===== src/rtl/coin_input_encoder.sv =====
// Coin button front end: per-button debounce, press-edge detect, priority encode and one-shot issue FSM.
// Define COIN_ENC_SYNC_EN to put a 2-flop synchronizer ahead of each debouncer (adds 2 cycles of latency).
module coin_input_encoder #(
  parameter int unsigned DEBOUNCE_CYCLES = 4
) (
  input  logic       clk,
  input  logic       reset,
  input  logic [3:0] btn,
  output logic [1:0] EO,
  output logic       coin_valid,
  output logic       ret_pulse,
  output logic       busy,
  output logic       multi_err
);

  localparam int unsigned CNT_W = $clog2(DEBOUNCE_CYCLES + 1);
  localparam logic [CNT_W-1:0] CNT_LAST = CNT_W'(DEBOUNCE_CYCLES - 1);

  typedef enum logic [1:0] {
    S_IDLE    = 2'b00,
    S_ISSUE   = 2'b01,
    S_LOCKOUT = 2'b10
  } state_t;

  logic [3:0] sample;

`ifdef COIN_ENC_SYNC_EN
  logic [3:0] sync1_q, sync1_d;
  logic [3:0] sync2_q, sync2_d;

  always_comb begin
    sync1_d = btn;
    sync2_d = sync1_q;
  end

  always_ff @(posedge clk or posedge reset) begin
    if (reset) begin
      sync1_q <= '0;
      sync2_q <= '0;
    end else begin
      sync1_q <= sync1_d;
      sync2_q <= sync2_d;
    end
  end

  assign sample = sync2_q;
`else
  assign sample = btn;
`endif

  logic [CNT_W-1:0] cnt_q [4];
  logic [CNT_W-1:0] cnt_d [4];
  logic [3:0]       level_q, level_d;
  logic [3:0]       prev_q, prev_d;

  // Counter only advances while the sample disagrees with the accepted level,
  // and the compare is >= so it can never run past the terminal value.
  always_comb begin
    level_d = level_q;
    prev_d  = level_q;
    for (int i = 0; i < 4; i++) begin
      cnt_d[i] = cnt_q[i];
      if (sample[i] == level_q[i]) begin
        cnt_d[i] = '0;
      end else if (cnt_q[i] >= CNT_LAST) begin
        level_d[i] = sample[i];
        cnt_d[i]   = '0;
      end else begin
        cnt_d[i] = cnt_q[i] + CNT_W'(1);
      end
    end
  end

  always_ff @(posedge clk or posedge reset) begin
    if (reset) begin
      level_q <= '0;
      prev_q  <= '0;
      for (int i = 0; i < 4; i++) cnt_q[i] <= '0;
    end else begin
      level_q <= level_d;
      prev_q  <= prev_d;
      for (int i = 0; i < 4; i++) cnt_q[i] <= cnt_d[i];
    end
  end

  logic [3:0] press;
  assign press = level_q & ~prev_q;

  state_t     state_q, state_d;
  logic [1:0] eo_q, eo_d;
  logic       cv_q, cv_d;
  logic       ret_q, ret_d;
  logic       merr_q, merr_d;

  always_comb begin
    state_d = state_q;
    eo_d    = 2'b00;
    cv_d    = 1'b0;
    ret_d   = 1'b0;
    merr_d  = merr_q;
    case (state_q)
      S_IDLE: begin
        if (|press) begin
          state_d = S_ISSUE;
          if (press[2]) begin
            eo_d = 2'b11;
            cv_d = 1'b1;
          end else if (press[1]) begin
            eo_d = 2'b10;
            cv_d = 1'b1;
          end else if (press[0]) begin
            eo_d = 2'b01;
            cv_d = 1'b1;
          end else begin
            ret_d = 1'b1;
          end
          if ($countones(press) > 1) merr_d = 1'b1;
        end
      end
      S_ISSUE:   state_d = S_LOCKOUT;
      S_LOCKOUT: if (level_q == 4'b0000) state_d = S_IDLE;
      default:   state_d = S_IDLE;
    endcase
  end

  always_ff @(posedge clk or posedge reset) begin
    if (reset) begin
      state_q <= S_IDLE;
      eo_q    <= 2'b00;
      cv_q    <= 1'b0;
      ret_q   <= 1'b0;
      merr_q  <= 1'b0;
    end else begin
      state_q <= state_d;
      eo_q    <= eo_d;
      cv_q    <= cv_d;
      ret_q   <= ret_d;
      merr_q  <= merr_d;
    end
  end

  assign EO         = eo_q;
  assign coin_valid = cv_q;
  assign ret_pulse  = ret_q;
  assign busy       = (state_q != S_IDLE);
  assign multi_err  = merr_q;

endmodule


===== config.mk =====
export PLATFORM = sky130hd
export DESIGN_NAME = coin_input_encoder
export DESIGN_NICKNAME = d
export VERILOG_FILES = /design/src/rtl/coin_input_encoder.sv
export SDC_FILE = /design/constraint.sdc
export NUM_CORES = 1
export LEC_CHECK = 0
export CAP_MARGIN = 30
export CORE_MARGIN = 4
export CORE_UTILIZATION = 55
export CTS_BUF_LIST = sky130_fd_sc_hd__clkbuf_4 sky130_fd_sc_hd__clkbuf_8
export DETAILED_ROUTE_END_ITERATION = 12
export PLACE_DENSITY = 0.81
export SYNTH_ARGS = -nofsm -noshare
export SYNTH_HDL_FRONTEND = slang
export SYNTH_SLANG_ARGS = --single-unit
export TNS_END_PERCENT = 20

===== constraint.sdc =====
create_clock -name clk -period 4.18 [get_ports clk]
set_input_delay 0.418 -clock clk [delete_from_list [all_inputs] [get_ports clk]]
set_output_delay 0.418 -clock clk [all_outputs]
set_load 0.05 [all_outputs]

==> reports/qor.csv, run 1 <==
stage,metric,value,unit
route,DR pass1 iterations,3,
sta,Setup Skew,11.6,ps
worst_setup_path,CP cell instances,or2_1 > clkdlybuf4s50_1,
route,uppermost layer routed,met4,
route,DR WL met2,883,um
power_and_ir_drop,Max IR drop VDD,0.000393,V
layout,# diodes,0,
cts,CTS tree,yes,
cts,Clock transition at path regs,140,ps
place,GPL Wtd Cong,0.754,
sta,final hold slack,345,ps
min_path,worst min path class,input pin to asynchronous set/reset pin,
synth,"Seq/Total Area, Yosys",0.582,
worst_setup_path,sum of buffers and inverters on the critical path,1,
route,Avg WL per Cell,12.6,um
cts,CTS Sinks,27,
synth,Synth Cell Area,0.00116,mm2
worst_setup_path,Critical Path RT,3760,ps
place,DP Wirelength,1.37,mm
synth,most area-consuming cells after synthesis,"dfrtp_1 58%, ha_1 12%, a211oi_2 4.3%, mux2_2 3.9%, inv_1 3.6%",
grt,GRT Overall Usage,0.156,
sta,Final Hold Violating Endpoints,0,
route,metal3 WL,51,um
route,Residual DRC,0,
grt,vias in the first global route,733,
synth,Synthesized Nets,112,
cts,H-tree levels,1,
sta,fin worst setup slack,2040,ps
layout,fin cells,138,
grt,largest net degree at the start of global routing,22,
route,Detailed Route WL,1.74,mm
worst_setup_path,"Slowest-stage cell, CP",clkdlybuf4s50_1,
route,Iter 0 DRT Violations,9,
sta,RSZ-0062 raised after global routing,false,
power_and_ir_drop,pwr/cell area,712,mW/mm2
worst_setup_path,Crit Path Max Fanout,4,
synth,synth warn,0,
sta,relative slew slack,0.672,
layout,Fillers,140,
sta,fin crit share,0.513,
worst_setup_path,Setup crit start kind,flip-flop,
cts,Clock Latency Late Sink,330,ps
worst_setup_path,CP Capture Type,primary output,
sta,Worst Tran Pin Value,491,ps
power_and_ir_drop,Leakage,0.666,nW
synth,Synth Register Bits,27,
synth,"area leader, netlist",dfrtp_1,
place,I/O Buffers,11,
route,via count,709,
place,Place WS,2410,ps
sta,setup TNS,0,ps
worst_setup_path,CP Class,flip-flop to primary output,
synth,Cell variety after synth,20,
floorplanning,die height,53.9,um
synth,post-synth top area share,0.582,
floorplanning,DIE WIDTH,53.9,um
floorplanning,Core Footprint,0.00198,mm2
cts,CTS root buffer,clkbuf_4,
sta,Peak Freq,0.467,GHz
grt,first-pass GRT wire length,3.12,mm
floorplanning,IO Pins,12,
layout,proportion of layout cells with a drive suffix above 1,0.126,
sta,"Min Clock Period, post-route",2140,ps
run_status,status,finished clean,
cts,Num CTS Buffers,3,
worst_setup_path,WP data arrival,1730,ps
layout,final net count,129,
power_and_ir_drop,PnR Total Power,968,uW
cts,Post-CTS Setup Repair Bufs,0,
power_and_ir_drop,combinational share of power,0.434,
synth,synthesized area per cell,12.2,um2
power_and_ir_drop,Seq pwr share,0.452,
power_and_ir_drop,Net Sw Frac,0.398,
sta,Final Max Slew Viols,0,
place,placed insts,134,
cts,clock buffer depth,2,
run,total of max-cap violations,0,
power_and_ir_drop,switching power,385,uW
cts,CTS Hold Buffers Added,0,
grt,grt ovf,0,
power_and_ir_drop,cell-internal power,583,uW
power_and_ir_drop,Clock Power Share,0.114,
worst_setup_path,"Largest delay share family, worst path",buffers and inverters,
route,routed vias/inst,5.14,
grt,initial antenna violation count,0,
floorplanning,num rows,16,
worst_setup_path,worst stage delay on the critical path,710,ps
cts,PostCTS Resize Cnt,0,
route,M1 WL,775,um
floorplanning,die area,0.00291,mm2
route,Detail Route Antenna Nets,0,
sta,Final setup viols,0,
layout,Syn-to-layout area delta,17.1,%
floorplanning,Initial Utilization,0.586,
synth,Mapped Cells,95,
cells in the mapped netlist, drive strengths merged:
cell / number
dfrtp: 27
ha: 11
inv: 11
nor2: 10
nand2: 5
a211oi: 4
and3: 4
mux2: 4
xor2: 4
nor2b: 3
a21oi: 2
nand2b: 2
a221oi: 1
a31o: 1
nand3: 1
nor3: 1
o21ai: 1
o21bai: 1
or2: 1
or4: 1
metrics by stage:
step                instance area, um2  utilization
finish                            1360        0.686
global route                      1360        0.686
floorplan                         1160            -
CTS                               1360        0.686
detailed placement                1330        0.672
global placement                  1310        0.658
power by group through the flow:
| stage | sequential, mW | combinational [mW] | clock (mW) |
|---|---|---|---|
| final | 0.438 | 0.420 | 0.110 |
| after global placement | 0.436 | 0.399 | 0 |
| after global routing | 0.453 | 0.473 | 0.126 |
| after detailed placement | 0.445 | 0.427 | 0 |
| after CTS | 0.439 | 0.427 | 0.116 |
| after floorplan | 0.473 | 0.275 | 0 |
cell families after synthesis:
logic type                 synth area share
adders and majority gates             0.119
and+or+nand+nor                       0.117
AOI/OAI and AO/OA                    0.0776
xor gates and xnor gates             0.0302
DFF                                   0.582
muxes                                0.0388
buffers and inverters                0.0356
placed cells by master (no fill, tap or decap), types with 2 or more instances in the layout:
cell / count
nand2b_1: 2
inv_1: 11
ha_1: 11
a211oi_2: 4
clkdlybuf4s50_1: 11
dfrtp_1: 27
xor2_1: 4
clkbuf_4: 3
mux2_2: 4
and3_1: 4
a21oi_1: 2
nand2_1: 5
nor2b_1: 3
nor2_1: 10
routing by layer:
layer / vias to the layer above / GRT usage
met2: 10 / 0.262
met1: 343 / 0.177
met5: - / 0
li1: 352 / -
met4: 0 / 0.0894
met3: 4 / 0.0416
final timing paths:
path	slack, ps	depth (start not counted)	start	end
worst max-delay path	2040	2	state_q[1]$_DFFE_PP0P_	busy
worst min-delay path	340	2	reset	cnt_q[8]$_DFF_PP0_
worst max register to register	2460	7	level_q[1]$_DFFE_PP0P_	multi_err$_DFFE_PP0P_
worst min register to register	460	0	level_q[1]$_DFFE_PP0P_	prev_q[1]$_DFF_PP0_
max in group asynchronous	3420	3	reset	ret_pulse$_DFF_PP0_
min in group clk	460	0	level_q[1]$_DFFE_PP0P_	prev_q[1]$_DFF_PP0_
state kept, by name (all words and copies together), names as in the netlist:
register    count
state_q         2
EO              2
prev_q          4
level_q         4
coin_valid      1
multi_err       1
cnt_q          12
ret_pulse       1
area by class of cell:
type / count / area (um2) / share of cell area
repair buffers: 12 / 138 / 0.101
multi-input cells: 57 / 444 / 0.327
inverters: 11 / 41.3 / 0.0304
clock buffers: 3 / 22.5 / 0.0166
flip-flops and latches: 27 / 676 / 0.497
well taps: 27 / 33.8 / 0.0248
clock inverters: 1 / 5.00 / 0.00368
No activity file was read; power rests on OpenSTA's default activity.
==> run 2, diff against run 1 <==
--- a/config.mk
+++ b/config.mk
@@ -7,10 +7,10 @@
 export LEC_CHECK = 0
 export CAP_MARGIN = 30
 export CORE_MARGIN = 4
-export CORE_UTILIZATION = 55
+export CORE_UTILIZATION = 52
 export CTS_BUF_LIST = sky130_fd_sc_hd__clkbuf_4 sky130_fd_sc_hd__clkbuf_8
 export DETAILED_ROUTE_END_ITERATION = 12
-export PLACE_DENSITY = 0.81
+export PLACE_DENSITY = 0.8
 export SYNTH_ARGS = -nofsm -noshare
 export SYNTH_HDL_FRONTEND = slang
 export SYNTH_SLANG_ARGS = --single-unit
==> constraint.sdc (replaced) <==
create_clock -name clk -period 1.89 [get_ports clk]
set_input_delay 0.189 -clock clk [delete_from_list [all_inputs] [get_ports clk]]
set_output_delay 0.189 -clock clk [all_outputs]
set_load 0.05 [all_outputs]
==> reports/qor.csv, run 2 (synthesis results as in run 1) <==
stage,metric,value,unit
worst_setup_path,WP data arrival,1930,ps
sta,Final setup viols,0,
cts,clock buffer depth,2,
place,Place WS,148,ps
grt,initial antenna violation count,0,
worst_setup_path,CP Class,flip-flop to flip-flop,
run,total of max-cap violations,0,
worst_setup_path,CP cell instances,nor2b_1 > inv_1 > ha_1 > inv_1 > ha_1 > a221oi_1 > o21bai_1,
worst_setup_path,worst r2r src,level_q[1]$_DFFE_PP0P_,
sta,RSZ-0062 raised after global routing,false,
power_and_ir_drop,pwr/cell area,1570,mW/mm2
route,via count,668,
worst_setup_path,CP Capture Type,flip-flop,
power_and_ir_drop,Leakage,0.665,nW
cts,CTS root buffer,clkbuf_4,
power_and_ir_drop,PnR Total Power,2.12,mW
sta,setup TNS,0,ps
floorplanning,IO Pins,12,
layout,# diodes,0,
worst_setup_path,Setup crit start kind,flip-flop,
cts,CTS Hold Buffers Added,0,
worst_setup_path,Critical Path RT,2090,ps
floorplanning,die area,0.00305,mm2
layout,Top reg by flops,cnt_q,
floorplanning,num rows,16,
place,I/O Buffers,11,
run_status,status,finished clean,
route,Residual DRC,0,
sta,Final Hold Violating Endpoints,0,
worst_setup_path,crit path from,level_q[1]$_DFFE_PP0P_,
grt,largest net degree at the start of global routing,28,
cts,CTS tree,yes,
sta,final hold slack,224,ps
floorplanning,Core Footprint,0.00204,mm2
route,Avg WL per Cell,10.8,um
route,routed vias/inst,4.81,
grt,GRT Overall Usage,0.115,
cts,Clock Latency Late Sink,300,ps
route,Detailed Route WL,1.51,mm
cts,Num CTS Buffers,3,
cts,H-tree levels,1,
min_path,worst min path class,input pin to asynchronous set/reset pin,
sta,Setup Skew,3.59,ps
floorplanning,DIE WIDTH,55.3,um
route,Iter 0 DRT Violations,8,
layout,"commonest non-fill, non-tap cell in the layout",dfrtp_1,
sta,fin crit share,0.913,
grt,grt ovf,0,
layout,final net count,130,
cts,CTS Sinks,27,
cts,Clock transition at path regs,130,ps
floorplanning,die height,55.3,um
floorplanning,Initial Utilization,0.569,
sta,Peak Freq,0.580,GHz
place,DP Wirelength,1.19,mm
power_and_ir_drop,Max IR drop VDD,0.000856,V
layout,max reg flops,12,
sta,fin worst setup slack,165,ps
sta,Final Max Slew Viols,0,
layout,biggest regs,"cnt_q x12, level_q x4, prev_q x4",
sta,relative slew slack,0.672,
layout,proportion of layout cells with a drive suffix above 1,0.134,
grt,vias in the first global route,677,
worst_setup_path,worst stage delay on the critical path,380,ps
worst_setup_path,sum of buffers and inverters on the critical path,2,
layout,most frequent cells in the layout,"27 x dfrtp_1, 11 x inv_1, 11 x ha_1",
sta,"Min Clock Period, post-route",1720,ps
layout,Syn-to-layout area delta,16.2,%
place,GPL Wtd Cong,0.791,
sta,Worst Tran Pin Value,491,ps
worst_setup_path,Crit Path Max Fanout,3,
worst_setup_path,"Largest delay share family, worst path",adder cells,
grt,first-pass GRT wire length,2.87,mm
route,DR pass1 iterations,2,
route,Detail Route Antenna Nets,0,
worst_setup_path,"Slowest-stage cell, CP",dfrtp_1,
==> run 2: cell types whose count changed in the layout (fill, tap and decap cells not counted) <==
cell and change:
buf_16 -1, buf_4 +2, clkbuf_4 +1, clkdlybuf4s50_1 -1, clkinv_2 -1, dlygate4sd2_1 +1
==> run 2: final cells by class <==
| class | instances | area (um2) |
|---|---|---|
| fillers | 148 | 693 |
| flip-flops and latches | 27 | 676 |
| multi-input cells | 57 | 444 |
| repair buffers | 13 | 124 |
| inverters | 11 | 41.3 |
| well taps | 27 | 33.8 |
| clock buffers | 4 | 30.0 |
==> run 2: final timing paths <==
check	to	slack (ps)	depth (start not counted)
min in group clk	prev_q[1]$_DFF_PP0_	410	0
setup / recovery	multi_err$_DFFE_PP0P_	170	7
max in group asynchronous	state_q[1]$_DFFE_PP0P_	1420	3
setup reg to reg	multi_err$_DFFE_PP0P_	170	7
hold reg to reg	prev_q[1]$_DFF_PP0_	410	0
hold / removal	cnt_q[7]$_DFF_PP0_	220	3
==> run 2: per-layer routing <==
layer / track usage / vias up / share of wire
li1: - / 352 / -
met1: 0.157 / 301 / 0.48
met2: 0.176 / 11 / 0.46
met3: 0.0233 / 4 / 0.044
met4: 0.0521 / 0 / 0.013
met5: 0 / - / 0
==> run 2: timing repair <==
item	CTS	global route
resized for setup	1	0
endpoints found under the setup margin	1	1
buffers inserted	0	1
==> run 2: where the power goes <==
group	leakage (nW)	switching [mW]	internal [mW]
Clock	0.0184	0.145	0.0966
Combinational	0.306	0.520	0.405
Sequential	0.340	0.153	0.802
Total	0.665	0.817	1.30
==> run 2: stage by stage <==
stage / utilization / instances / instance area (um2)
5_1_grt: 0.661 / 139 / 1350
6_report: 0.661 / 139 / 1350
2_1_floorplan: - / 95 / 1160
4_1_cts: 0.657 / 138 / 1340
3_5_place_dp: 0.643 / 134 / 1310
3_3_place_gp: 0.643 / 134 / 1310
==> run 2: worst register-to-register path: cells and delay by family, from the launching register on <==
family	cells	cell delay (ps)
flip-flops	1	380
adder cells (fa/ha/maj)	2	540
AO/OA/AOI/OAI	2	380
buffers and inverters	2	140
AND/OR/NAND/NOR	1	180
